--- src/rtl/serial_adder.sv ---
// Bit-serial adder: one full-adder cell plus a carry flop, LSB first, start/done handshake.
// Optional signed-overflow output enabled by defining SERIAL_ADDER_OVF_EN.
module serial_adder #(
  parameter int unsigned WIDTH = 8
) (
  input  logic             clk,
  input  logic             rst_n,
  input  logic             start,
  input  logic [WIDTH-1:0] a,
  input  logic [WIDTH-1:0] b,
  input  logic             cin,
  output logic             busy,
  output logic             done,
  output logic [WIDTH-1:0] sum,
  output logic             cout
`ifdef SERIAL_ADDER_OVF_EN
  ,
  output logic             ovf
`endif
);

  localparam int unsigned CW = $clog2(WIDTH);

  typedef enum logic [1:0] {
    IDLE = 2'd0,
    RUN  = 2'd1,
    DONE = 2'd2
  } state_t;

  state_t         state;
  state_t         state_nx;
  logic [WIDTH-1:0] a_sh;
  logic [WIDTH-1:0] b_sh;
  logic             carry;
  logic [CW-1:0]    count;

  logic load;
  logic shift;
  logic last;
  logic fa_s;
  logic fa_c;

  // State register
  always_ff @(posedge clk) begin
    if (!rst_n) state <= IDLE;
    else        state <= state_nx;
  end

  // Next-state logic
  always_comb begin
    state_nx = state;
    case (state)
      IDLE:    if (start) state_nx = RUN;
      RUN:     if (count == CW'(WIDTH - 1)) state_nx = DONE;
      DONE:    state_nx = start ? RUN : IDLE;
      default: state_nx = IDLE;
    endcase
  end

  // Control decode and the shared full-adder cell
  always_comb begin
    load  = start && ((state == IDLE) || (state == DONE));
    shift = (state == RUN);
    last  = shift && (count == CW'(WIDTH - 1));
    fa_s  = a_sh[0] ^ b_sh[0] ^ carry;
    fa_c  = (a_sh[0] & b_sh[0]) | (a_sh[0] & carry) | (b_sh[0] & carry);
  end

  // Datapath and registered handshake outputs
  always_ff @(posedge clk) begin
    if (!rst_n) begin
      busy  <= 1'b0;
      done  <= 1'b0;
      sum   <= '0;
      cout  <= 1'b0;
      a_sh  <= '0;
      b_sh  <= '0;
      carry <= 1'b0;
      count <= '0;
`ifdef SERIAL_ADDER_OVF_EN
      ovf   <= 1'b0;
`endif
    end else begin
      busy <= (state_nx == RUN);
      done <= (state_nx == DONE);
      if (load) begin
        a_sh  <= a;
        b_sh  <= b;
        carry <= cin;
        count <= '0;
      end else if (shift) begin
        a_sh  <= {1'b0, a_sh[WIDTH-1:1]};
        b_sh  <= {1'b0, b_sh[WIDTH-1:1]};
        sum   <= {fa_s, sum[WIDTH-1:1]};
        carry <= fa_c;
        if (last) begin
          cout <= fa_c;
`ifdef SERIAL_ADDER_OVF_EN
          // carry into the MSB is the flop value on the final bit
          ovf  <= carry ^ fa_c;
`endif
        end else begin
          count <= count + CW'(1);
        end
      end
    end
  end

endmodule
--- config.mk ---
export PLATFORM = sky130hd
export DESIGN_NAME = serial_adder
export DESIGN_NICKNAME = d
export VERILOG_FILES = /design/src/rtl/serial_adder.sv
export SDC_FILE = /design/constraint.sdc
export NUM_CORES = 1
export LEC_CHECK = 0
export CORE_MARGIN = 1
export CORE_UTILIZATION = 45
export CTS_BUF_LIST = sky130_fd_sc_hd__clkbuf_4 sky130_fd_sc_hd__clkbuf_8 sky130_fd_sc_hd__clkbuf_16
export DETAILED_ROUTE_END_ITERATION = 10
export PLACE_DENSITY = 0.73
export SLEW_MARGIN = 10
export SYNTH_ARGS = -nofsm -noshare
export SYNTH_HDL_FRONTEND = slang
export SYNTH_SLANG_ARGS = --single-unit
--- constraint.sdc ---
create_clock -name clk -period 2 [get_ports clk]
set_input_delay 0.4 -clock clk [delete_from_list [all_inputs] [get_ports clk]]
set_output_delay 0.4 -clock clk [all_outputs]
set_load 0.01 [all_outputs]
# Word-level counts from Yosys, hierarchy flattened
# Index checks and enable logic that the tools add are counted.
[word_totals]
regBits = 33
in_bits = 20
word_cells = 44
[classes]
addsub = 1
eq_ne = 5
mux = 10
n_bitwise = 10
n_reduce_logical = 9
[ops]
columns = ["cell", "count"]
rows = [
  ["$mux 8", 4],
  ["$pmux 2 s3", 1],
  ["$eq 2x1->1 const B", 2],
  ["$eq 2x2->1 const B", 2],
  ["$mux 2", 2],
  ["$reduce_and 2->1", 2],
  ["$add 3x1->3 const B", 1],
  ["$and 1x1->1", 3],
  ["$eq 3x3->1 const B", 1],
  ["$mux 1", 3],
  ["$not 1->1", 3],
  ["$reduce_and 3->1", 1],
  ["$logic_and 1x1->1", 2],
  ["$logic_not 2->1", 1],
  ["$or 1x1->1", 2],
  ["$reduce_bool 2->1", 1],
  ["$reduce_or 2->1", 1],
  ["$xor 1x1->1", 2],
  ["$logic_or 1x1->1", 1],
]

# Logic depth before layout (Yosys ltp)
# Gate-level depths: netlist (run 1).
[logic_depth]
depth_word = 5
depth_mapped = 5
mapped_depth_nobuf = 5

# Worst setup path before layout (run 1)
# Ideal clock, no wire load.
[synth_timing]
path_kind = "register to register"
from = "register count[0]"
to = "register count[0]"
arrival_ns = 1.177
setup_slack_ns = 0.709
path_stages_with_launch = 6
path_buffers = 0
cell_sequence = "dfxtp_1 ha_1 ha_1 nor3b_4 xnor2_1 nor2_1"
[synth_via]
elab_chain_len = 4
elab_cells_between_ends = 5
classes_between = "add/sub: 1; eq/ne: 1; bitwise: 1; reduce/logical: 2"
[synth_lines]
columns = ["item", "line_no", "text"]
rows = [
  ["from (decl)", "35", "logic [CW-1:0] count;"],
  ["from (signal assigned)", "103", "count <= count + CW'(1);"],
  ["$eq 3x3->1", "64", "last = shift && (count == CW'(WIDTH - 1));"],
  ["$logic_and 1x1->1", "64", ""],
  ["$not 1->1 (no line)", "--", ""],
  ["$reduce_and 2->1 (no line)", "--", ""],
]
# Several ways; a longest one is shown, not always the timed one.
# A chain may end at the register's enable or synchronous reset.

# Worst setup path after layout (run 1)
[layout_timing]
from = "register sum[7]"
to = "output port sum[7]"
[layout_lines]
columns = ["item", "line_no", "text"]
rows = [
  ["from (decl)", "14", "output logic [WIDTH-1:0] sum,"],
  ["from (signal assigned)", "94", "sum <= {fa_s, sum[WIDTH-1:1]};"],
]
# No word-level cell between the ends.

==> run_results.csv, run 1 <==
group,metric,value,unit
floorplanning,pin_count,31,
route,num_vias,1197,
critical_path,critPathRequiredTime,1600,ps
critical_path,path_cells,"clkdlybuf4s50_1",
floorplanning,die-area,3270,um^2
finish,fin_util,61.4,%
floorplanning,start_util,48.4,%
synth,synth-seq-cells,33,
critical_path,cp-start-kind,"register",
synth,syn_nets,182,
sta,finalCritPeriodShare,82.7,%
synth,synthDistinctLibCells,23,
route,wl_per_cell,12.8,um
cts,hold_buffers,0,
run_status,status,"finished, violations left",
placement,gp_congestion,0.827,
pwr,p_leak,0.632,nW
cts,cts.path.max_buffers,2,
min_path,hold_depth,2,
synth,yosysSeqAreaShare,48.3,%
synth,yosysWarnings,0,
synth,syn_inst,159,
min_path,hp-class,"register to register",
grt,grt_max_degree,32,
sta,fin_worst_skew,9.79,ps
run_status,violations,"design-rule violations",
grt,overflow,0,
cts,cts.repair.resized,0,
floorplanning,row_count,19,
pwr,ir_drop,0.526,mV
sta,drv_slew,0,
floorplanning,die_y,57.2,um
grt,grt_use_total,19.9,%
cts,clkSinkCount,33,
critical_path,end_kind,"output port",
flow_run,drv_cap,0,
synth,synth_area_leaders,"dfxtp_1 (48%), nand2_1 (13%), a31oi_1 (5.5%)",
route,firstDrtPassIters,7,
cts,cts_setup_buffers,0,
floorplanning,die_w,57.2,um
sta,relSlewSlack,70.2,%
sta,worstMarginPinSlew,446,ps
synth,synth_top_area_share,48.3,%
synth,synth_area_per_cell,8.61,um^2
pwr,cellPowerDensity,813,nW/um^2
route,wl,2810,um
grt,antenna_found_initial,0,
sta,hold_violations,0,
cts,insertion_delay,330,ps
sta,timing.fmax,0.605,GHz
critical_path,r2r_cells,4,
finish,layout.nets,210,
critical_path,cp_data_arrival_time,1250,ps
floorplanning,core,2830,um^2
critical_path,path_buf_inv,1,
cts,cts_buffers,5,
critical_path,path_class,"register to output port",
cts,cts-htree-levels,2,
finish,syn_to_final_growth,27.0,%
route,dr.first_iter.drc_count,35,
sta,finalSetupTns,0,ps
cts,cts_tree,"yes",
placement,dp.final_hpwl,1930,um
sta,whs,466,ps
sta,period_minus_slack,1650,ps
critical_path,cp_top_family,"buffers and inverters",
critical_path,cp.depth,1,
synth,synth_area,1370,um^2
sta,setup_violations,0,
critical_path,cp_slowest_stage_delay,550,ps
route,drc_errors,2,
placement,portBuffers,30,
grt,grt_pass1_vias,1153,
critical_path,crit_path_top_delay_cell,"clkdlybuf4s50_1",
route,viasPerCell,5.47,
cts,cts_root_buffer,"clkbuf_4",
synth,yosys.area.top_type,"dfxtp_1",
route,postRouteAntennaNets,0,
sta,rsz0062_at_grt,"no",
grt,grt_pass1_wl,4940,um
cts,clkTransAtPathRegs,100,ps
finish,drive_above_1_share,6.91,%
finish,diodes,0,
critical_path,worstPathMaxFanout,3,
==> cell families after synthesis <==
logic type	synth area share, %
AO/OA/AOI/OAI	21.9
adder cells (fa/ha/maj)	3.29
flip-flops	48.3
XOR/XNOR	0.640
AND/OR/NAND/NOR	19.1
buffers and inverters	6.76
==> per-layer routing <==
layer	global-route usage, %	vias to the layer above	share of wire, %
li1	-	595	-
met4	9.06	0	1.8
met3	8.16	7	5.7
met5	0	-	0
met2	33.9	30	50
met1	21.7	565	43
==> metrics by stage <==
stage               cells  total power [mW]  worst slack (ps)  instance area, um^2
global route          219              1.50               271                 1740
CTS                   219              1.43               333                 1740
floorplan             159             0.842               709                 1370
finish                219              1.41               347                 1740
detailed placement    211             0.901               293                 1650
global placement      211             0.893               385                 1650
==> synth_stat cells <==
library cell,n
a31oi_1,12
nand2b_1,2
a21oi_1,3
xnor2_1,1
dfxtp_1,33
a22oi_1,3
buf_4,2
o21ai_0,15
fa_1,1
inv_1,1
clkbuf_1,5
nor2_1,1
nand3_1,5
buf_2,2
and3_1,2
o21a_1,2
nor2b_1,2
a21boi_0,5
buf_6,4
nor3b_4,1
ha_1,2
a21boi_1,8
nand2_1,47
==> path summary, 6_finish.rpt <==
| check | from | endpoint | slack [ps] |
|---|---|---|---|
| min reg2reg | sum[0] | sum[0] | 470 |
| max | sum[7] | sum[7] | 350 |
| min | sum[0] | sum[0] | 470 |
| max reg2reg | state[1] | a_sh[0] | 540 |
==> final cells by class <==
type	instances	area, um^2
clock inverters	1	30.0
clock buffers	7	58.8
inverters	1	3.75
flip-flops and latches	33	661
repair buffers	34	330
fillers	248	1090
multi-input cells	112	616
well taps	31	38.8
==> tightest hold or removal path, cell delays in order (launching register included) <==
cell,delay [ps]
dfxtp_1,320
nand2_1,40
a21boi_0,60
==> where the power goes <==
part	switching (mW)	total (mW)	internal (mW)	leakage [nW]
logic	0.0873	0.172	0.0849	0.312
clock network	0.214	0.526	0.312	0.0489
registers	0.0216	0.714	0.693	0.270
total	0.323	1.41	1.09	0.632
==> registers in the layout (all words and copies together) (netlist names) <==
name and flops:
count 3, b_sh 8, a_sh 8, done 1
state 2, cout 1, sum 8, busy 1
carry 1
==> placed cells by master, fill, tap and decap left out, drive strengths merged <==
master / netlist / final
nand3: 5 / 5
inv: 1 / 1
ha: 2 / 2
fa: 1 / 1
bufinv: 0 / 1
clkdlybuf4s50: 0 / 30
nor3b: 1 / 1
nand2: 47 / 47
xnor2: 1 / 1
o21ai: 15 / 15
clkbuf: 5 / 7
buf: 8 / 4
o21a: 2 / 2
nand2b: 2 / 2
a21oi: 3 / 3
dfxtp: 33 / 33
a31oi: 12 / 12
and3: 2 / 2
a21boi: 13 / 13
nor2: 1 / 1
a22oi: 3 / 3
nor2b: 2 / 2
(Power assumes the default switching activity.)
==> inputs of run 2 (changes only) <==
- clock period: 2 -> 1.65 ns (I/O delays scaled with it)
==> run 2 against run 1 <==
  * The run still ends with design-rule violations left
  * Critical path depth unchanged
  * Power up 8.9%
  * Global-route usage down 1.4 points
  * Clock skew up 0.94 ps
  * First-iteration DRC count down 57%
  * Largest power group unchanged
==> run_results.csv, run 2 (synthesized netlist as in run 1, its figures left out) <==
group,metric,value,unit
critical_path,end_kind,"output port",
floorplanning,pin_count,31,
placement,portBuffers,30,
critical_path,cp.depth,1,
critical_path,critPathRequiredTime,1320,ps
sta,setup_slack,65.3,ps
cts,cts_tree,"yes",
floorplanning,die-area,3270,um^2
floorplanning,die_w,57.2,um
grt,grt_pass1_vias,1134,
route,firstDrtPassIters,7,
critical_path,cp_slowest_stage_delay,540,ps
placement,dp.final_hpwl,1810,um
critical_path,crit_path_top_delay_cell,"clkdlybuf4s50_1",
cts,clkTransAtPathRegs,100,ps
sta,whs,471,ps
cts,cts.repair.resized,0,
cts,cts-htree-levels,2,
flow_run,drv_cap,0,
route,wl,2730,um
cts,clkSinkCount,33,
route,dr.first_iter.drc_count,15,
finish,layout.nets,212,
sta,worstMarginPinSlew,274,ps
route,drc_errors,2,
cts,cts.path.max_buffers,2,
finish,drive_above_1_share,7.89,%
run_status,violations,"design-rule violations",
floorplanning,die_y,57.2,um
sta,timing.fmax,0.631,GHz
pwr,p_leak,0.662,nW
cts,hold_buffers,0,
grt,overflow,0,
critical_path,path_cells,"clkdlybuf4s50_1",
sta,finalCritPeriodShare,96.0,%
finish,stdcell_area,1760,um^2
placement,place_ws,185,ps
critical_path,worstReg2RegStart,"count[0]",
route,num_vias,1199,
route,wl_per_cell,12.4,um
sta,rsz0062_at_grt,"no",
critical_path,r2r-end,"count[0]",
cts,cts_buffers,5,
finish,layout_common_cells,"nand2_1 (47), dfxtp_1 (33), clkdlybuf4s50_1 (29)",
finish,diodes,0,
sta,drv_slew,0,
cts,insertion_delay,340,ps
critical_path,r2r_cells,5,
placement,gp_congestion,0.768,
pwr,cellPowerDensity,874,nW/um^2
grt,grt_use_total,18.5,%
sta,fin_worst_skew,10.7,ps
sta,finalSetupTns,0,ps
grt,antenna_found_initial,0,
finish,syn_to_final_growth,28.5,%
cts,cts_setup_buffers,0,
finish,final_common_cell,"nand2_1",
grt,grt_max_degree,32,
grt,grt_pass1_wl,4620,um
floorplanning,start_util,48.4,%
critical_path,regToRegSetupSlack,190,ps
min_path,hold_start,"sum[3]",
cts,cts_root_buffer,"clkbuf_4",
route,postRouteAntennaNets,0,
critical_path,cp_data_arrival_time,1250,ps
critical_path,path_class,"register to output port",
min_path,hp-class,"register to register",
sta,relSlewSlack,81.7,%
sta,setup_violations,0,
route,viasPerCell,5.43,
min_path,hold_depth,2,
sta,period_minus_slack,1580,ps
critical_path,cp-start-kind,"register",
floorplanning,row_count,19,
critical_path,worstPathMaxFanout,3,
critical_path,cp_top_family,"buffers and inverters",
finish,fillers,261,
sta,hold_violations,0,
critical_path,path_buf_inv,1,
finish,multi_input_area,616,um^2
run_status,status,"finished, violations left",
finish,seq_area,661,um^2
placement,placed_cell_area,1700,um^2
pwr,ir_drop,0.588,mV
floorplanning,core,2830,um^2
min_path,holdPathEnd,"sum[3]",
finish,top_regs,"a_sh (8), b_sh (8), sum (8)",
==> run 2: layer usage <==
layer  routed length (um)  GRT usage (%)  vias up
met2                 1340           32.9       32
met3                  142           7.26        6
li1                     -              -      599
met5                    0              0        -
met1                 1200           19.4      562
met4                   51           8.01        0
==> run 2: worst reg2reg max path, stage by stage (launching register included) <==
cell and delay (ps):
dfxtp_1 340, ha_1 220, ha_1 280, nor3b_4 300, xnor2_1 160, nor2_1 50
==> run 2: stage by stage <==
| step | utilization [%] | total power, mW | instances |
|---|---|---|---|
| after floorplan | - | 1.02 | 159 |
| after global placement | 60.2 | 1.11 | 213 |
| after detailed placement | 60.2 | 1.11 | 213 |
| after CTS | 62.1 | 1.56 | 221 |
| after global routing | 62.2 | 1.62 | 221 |
| final | 62.2 | 1.54 | 221 |
==> run 2: cell type report <==
class	instances	area share (%)
Sequential cell	33	37.6
Multi-Input combinational cell	112	35.0
Timing Repair Buffer	36	21.9
Clock buffer	6	2.56
Tap cell	31	2.20
Clock inverter	2	0.569
Inverter	1	0.213
==> run 2: where the power goes <==
part,internal [mW],total (mW),switching (mW)
combinational,0.121,0.228,0.107
sequential,0.840,0.865,0.0253
clock,0.179,0.445,0.266
==> run 2: worst max-delay path by stage <==
stage,start,end,slack (ps)
floorplan,count[0],count[0],360
global placement,start,carry,250
detailed placement,start,b_sh[4],190
CTS,sum[5],sum[5],40
global route,sum[6],sum[6],7
finish,sum[4],sum[4],70
